## config.mk

```make
export PLATFORM = sky130hd
export DESIGN_NAME = sq_wave_gen_flat
export DESIGN_NICKNAME = d
export VERILOG_FILES = /design/src/rtl/sq_wave_if.sv /design/src/rtl/sq_wave_gen.sv /design/src/flat_wrapper.sv
export SDC_FILE = /design/constraint.sdc
export NUM_CORES = 1
export LEC_CHECK = 0
export CORE_UTILIZATION = 35
export DETAILED_ROUTE_END_ITERATION = 12
export PLACE_DENSITY_LB_ADDON = 0.25
export REMOVE_ABC_BUFFERS = 1
export SYNTH_ARGS = -nofsm -noshare
export SYNTH_HDL_FRONTEND = slang
export SYNTH_SLANG_ARGS = --single-unit
```

## constraint.sdc

```tcl
create_clock -name clck -period 3.02 [get_ports clck]
set_input_delay 0.453 -clock clck [delete_from_list [all_inputs] [get_ports clck]]
set_output_delay 0.453 -clock clck [all_outputs]
set_load 0.01 [all_outputs]
```

## src/rtl/sq_wave_if.sv

```systemverilog
// sq_wave_if: valid/ready load port that carries a new half-period into the square-wave generator
interface sq_wave_if #(
    parameter int CNT_W = 16
);
    logic [CNT_W-1:0] half_in;
    logic             load_valid;
    logic             load_ready;

    modport master (output half_in, output load_valid, input load_ready);
    modport slave  (input half_in, input load_valid, output load_ready);
endinterface

```

## src/rtl/sq_wave_gen.sv

```systemverilog
// sq_wave_gen: programmable 50% duty square-wave source with glitch-free half-period reloads and a rising-edge counter
module sq_wave_gen #(
    parameter int CNT_W    = 16,
    parameter int DEF_HALF = 10
) (
    input  logic             clck,
    input  logic             rst_n,
    input  logic             enable,
    sq_wave_if.slave         load,
    output logic             sig_out,
    output logic [7:0]       edge_count,
    output logic             active
);
    typedef enum logic [1:0] {IDLE, RUN, PENDING} state_t;

    state_t           state;
    logic [CNT_W-1:0] half_reg;
    logic [CNT_W-1:0] pend_reg;
    logic [CNT_W-1:0] cnt;
    logic [CNT_W-1:0] half_clamp;
    logic             xfer;
    logic             toggle;

    // A pending value blocks further loads until it has been committed at a toggle boundary
    assign load.load_ready = (state != PENDING);
    assign xfer            = load.load_valid && load.load_ready;
    // Zero would never toggle, so it is treated as the shortest legal half-period
    assign half_clamp      = (load.half_in == '0) ? CNT_W'(1) : load.half_in;
    // half_reg is never zero, so the subtraction cannot wrap
    assign toggle          = (cnt == half_reg - CNT_W'(1));

    // Single FSM: counting, toggling, edge counting and half-period hand-over all happen here
    always_ff @(posedge clck or negedge rst_n) begin
        if (!rst_n) begin
            state      <= IDLE;
            half_reg   <= CNT_W'(DEF_HALF);
            pend_reg   <= '0;
            cnt        <= '0;
            sig_out    <= 1'b0;
            edge_count <= '0;
            active     <= 1'b0;
        end else if (state == IDLE) begin
            cnt     <= '0;
            sig_out <= 1'b0;
            if (xfer)
                half_reg <= half_clamp;
            if (enable) begin
                state  <= RUN;
                active <= 1'b1;
            end
        end else if (!enable) begin
            state   <= IDLE;
            active  <= 1'b0;
            sig_out <= 1'b0;
            cnt     <= '0;
            if (state == PENDING)
                half_reg <= pend_reg;
            else if (xfer)
                half_reg <= half_clamp;
        end else begin
            cnt <= toggle ? '0 : cnt + CNT_W'(1);
            if (toggle) begin
                sig_out <= ~sig_out;
                if (!sig_out)
                    edge_count <= edge_count + 8'd1;
            end
            if (state == PENDING && toggle) begin
                half_reg <= pend_reg;
                state    <= RUN;
            end else if (state == RUN && xfer) begin
                pend_reg <= half_clamp;
                state    <= PENDING;
            end
        end
    end
endmodule

```

## src/flat_wrapper.sv

```systemverilog
// flat-port wrapper written by rule: the top's interface ports become plain ports
module sq_wave_gen_flat 
#(
    parameter int CNT_W    = 16,
    parameter int DEF_HALF = 10
)
  (clck, rst_n, enable, sig_out, edge_count, active, load_half_in, load_load_valid, load_load_ready);
  sq_wave_if #(.CNT_W(CNT_W)) load_i ();
  input  logic clck;
  input  logic rst_n;
  input  logic enable;
  output logic sig_out;
  output logic [7:0] edge_count;
  output logic active;
  input wire logic [$bits(load_i.half_in)-1:0] load_half_in;
  input wire logic [$bits(load_i.load_valid)-1:0] load_load_valid;
  output wire logic [$bits(load_i.load_ready)-1:0] load_load_ready;
  assign load_i.half_in = load_half_in;
  assign load_i.load_valid = load_load_valid;
  assign load_load_ready = load_i.load_ready;
  sq_wave_gen #(.CNT_W(CNT_W), .DEF_HALF(DEF_HALF)) u_core (.clck(clck), .rst_n(rst_n), .enable(enable), .load(load_i), .sig_out(sig_out), .edge_count(edge_count), .active(active));
endmodule
```

==> reports/results.txt <==
status: finished, final reports clean
clock slew at reported path FFs: 0.07 ns
Nets: 456
row count: 36
delay-heaviest family, CP: simple AND/OR/NAND/NOR gates
final slew viol count: 0
die width: 104 um
Die ar.: 10800 um2
final setup fails: 0
Worst EP arrival: 3.22 ns
pwr dens: 859 nW/um2
Cell variety after synth: 51
Initial Utilization: 36.7%
Synth area leader: dfrtp_1
final WL: 8920 um
Skew-Pair Late Insertion Delay: 0.35 ns
setup ws final: 0.0330 ns
drt drc: 0
element type at the critical path end: register
vias in the first global route: 2946
first-pass GRT wire length: 14600 um
total number of vias: 3138
grt ovf: 0
CTS tree: yes
ys async rst share: 100%
Slew headroom: 36.1%
register area share after synthesis: 41.4%
Worst Tran Pin Value: 0.956 ns
mapped cell area: 3630 um2
Total GRT Usage: 16.9%
layout cells sized above 1: 25.9%
Area contributors post-synth: dfrtp_1, mux2_2, xor2_1
Setup CP Type: reg -> reg
Ports: 31
Synth Area in XOR/XNOR: 9.16%
Bufs on Longest Clock Path: 2
Vias/cell: 5.51
HP Class: in -> async
post-layout minimum cycle time: 2.99 ns
Final Hold Viols: 0
Final ANT Viol Nets: 0
#FFs+latches synth: 60
Synth Area in Compound Gates: 17.6%
iteration count of the initial detailed-routing pass: 4
CP peak stage delay: 0.58 ns
routability cong.: 0.833
Critical Path RT: 3.26 ns
WL/cell: 15.7 um
mux contribution to synthesized area: 5.89%
Post-synth EDFFs: 0
pre-CTS WS: -0.0277 ns
top_reg_cell synth: dfrtp_1
CTS Sinks: 60
P&R area growth vs syn: 30.7%
CTS root buffer: clkbuf_8
Final Skew: 0.00692 ns
Syn Inst Count: 378
final worst-path cycle share: 98.9%
detailed router's first-iteration violation count: 124
Post-Synth Adder-Cell Area: 1.72%
most common cell after layout, fill and taps aside: dfrtp_1
Worst path slowest cell: or4_4
CP Launch Type: register
Yosys Warn Count: 0
commonest non-fill, non-tap cells in the layout: dfrtp_1, nand2_1, buf_4, clkdlybuf4s50_1, nor3_1
maximum vdd drop: 0.424 mV
Overall Power: 4.08 mW
Yosys top cell area share: 40.0%
height of the die: 104 um
Core Area: 9910 um2
Post-Syn Area per Cell: 9.61 um2
worst-path cell chain: inv_1 > ha_1 > buf_4 > xnor2_1 > nor2_1 > o31ai_2 > o21ai_1 > or4_4 > clkbuf_16 > o21ai_2 > mux2_4
RSZ-0062 raised after global routing: true
CP max FO: 7
largest family of logic cells by synthesized area: simple AND/OR/NAND/NOR gates
pin count of the biggest net entering global routing: 61
initial antenna violation count: 0
Synth Area in Simple Gates: 19.5%
CP bufs+invs: 3
# diodes: 0
H-tree Lvls: 3
CTS buffer count: 9
Post-DP HPWL: 6160 um
Peak Freq: 335 MHz
max_cap viols: 0
Buffers on Ports: 30
P_leak: 1.90 nW
worst reg2reg max path, delay by kind of cell (launching register included):
kind | cells | cell delay, ns
AOI/OAI and AO/OA | 3 | 0.60
xor gates and xnor gates | 1 | 0.16
adders and majority gates | 1 | 0.19
buffers and inverters | 3 | 0.41
DFF | 1 | 0.57
muxes | 1 | 0.31
and+or+nand+nor | 2 | 0.65
area by class of cell:
class                   instances  area, um2
repair buffers                 71        664
fillers                       939       5160
well taps                     133        166
inverters                      11       41.3
clock inverters                 4       70.1
multi-input cells             278       2130
clock buffers                  12        165
flip-flops and latches         60       1500
worst paths after layout:
kind                                                   from                               end  slack (ns)  cells past startpoint
hold / removal                                        rst_n           u_core.cnt[2]$_DFF_PN0_        0.26                      2
setup / recovery             u_core.half_reg[1]$_DFFE_PN1P_        u_core.sig_out$_DFFE_PN0P_        0.03                     11
min in group clck          u_core.edge_count[7]$_DFFE_PN0P_  u_core.edge_count[7]$_DFFE_PN0P_        0.47                      1
hold reg to reg            u_core.edge_count[7]$_DFFE_PN0P_  u_core.edge_count[7]$_DFFE_PN0P_        0.47                      1
max in group asynchronous                             rst_n          u_core.cnt[11]$_DFF_PN0_        2.23                      2
setup reg to reg             u_core.half_reg[1]$_DFFE_PN1P_        u_core.sig_out$_DFFE_PN0P_        0.03                     11
cells in the mapped netlist (all sizes together), types with 4 or more instances:
| master | instances |
|---|---|
| xor2 | 20 |
| a21oi | 6 |
| inv | 11 |
| o21ai | 10 |
| and3 | 5 |
| nand2 | 34 |
| or3 | 4 |
| nand4 | 8 |
| xnor2 | 18 |
| o311ai | 4 |
| or4 | 4 |
| nand3 | 15 |
| clkbuf | 22 |
| ha | 5 |
| nor3 | 25 |
| mux2 | 19 |
| o2111ai | 16 |
| dfrtp | 58 |
| o211ai | 17 |
| nor3b | 5 |
| a22oi | 15 |
| buf | 7 |
| nor2 | 15 |
| nor4 | 10 |
timing repair:
item / CTS / global route
endpoints found under the setup margin: 15 / 26
hold buffers: 0 / 0
gates resized for setup: 4 / 37
pin swaps: 1 / 24
setup buffers: 0 / 4
cloned: 0 / 1
power breakdown:
part           internal (mW)  leakage (nW)  switching, mW  total [mW]
clock network          0.530         0.122          0.332       0.862
logic                  0.893          1.02           1.02        1.91
registers               1.07         0.759          0.228        1.30
total                   2.49          1.90           1.58        4.08
layer usage:
metal  wire length, um  track usage, %
met1              4400            22.4
met2              4120            26.9
met3               310            4.95
met4                87            4.08
met5                 0               0
kinds of logic after synthesis:
family | after synthesis
AO/OA/AOI/OAI | 83
XOR/XNOR | 38
adder cells (fa/ha/maj) | 5
buffers and inverters | 40
flip-flops | 60
multiplexers | 19
AND/OR/NAND/NOR | 133
per-stage QoR:
step | std cells | util [%] | cell area (um2) | hold WS, ns | setup TNS (ns)
final | 569 | 47.9 | 4750 | 0.264 | 0
after global routing | 569 | 47.9 | 4750 | 0.347 | -0.317
after CTS | 564 | 45.4 | 4500 | 0.295 | 0
after detailed placement | 548 | 42.9 | 4250 | 0.466 | -0.0615
after global placement | 548 | 42.9 | 4250 | 0.463 | -0.00174
after floorplan | 349 | - | 3500 | 0.157 | -6.00
(Power assumes the default switching activity.)
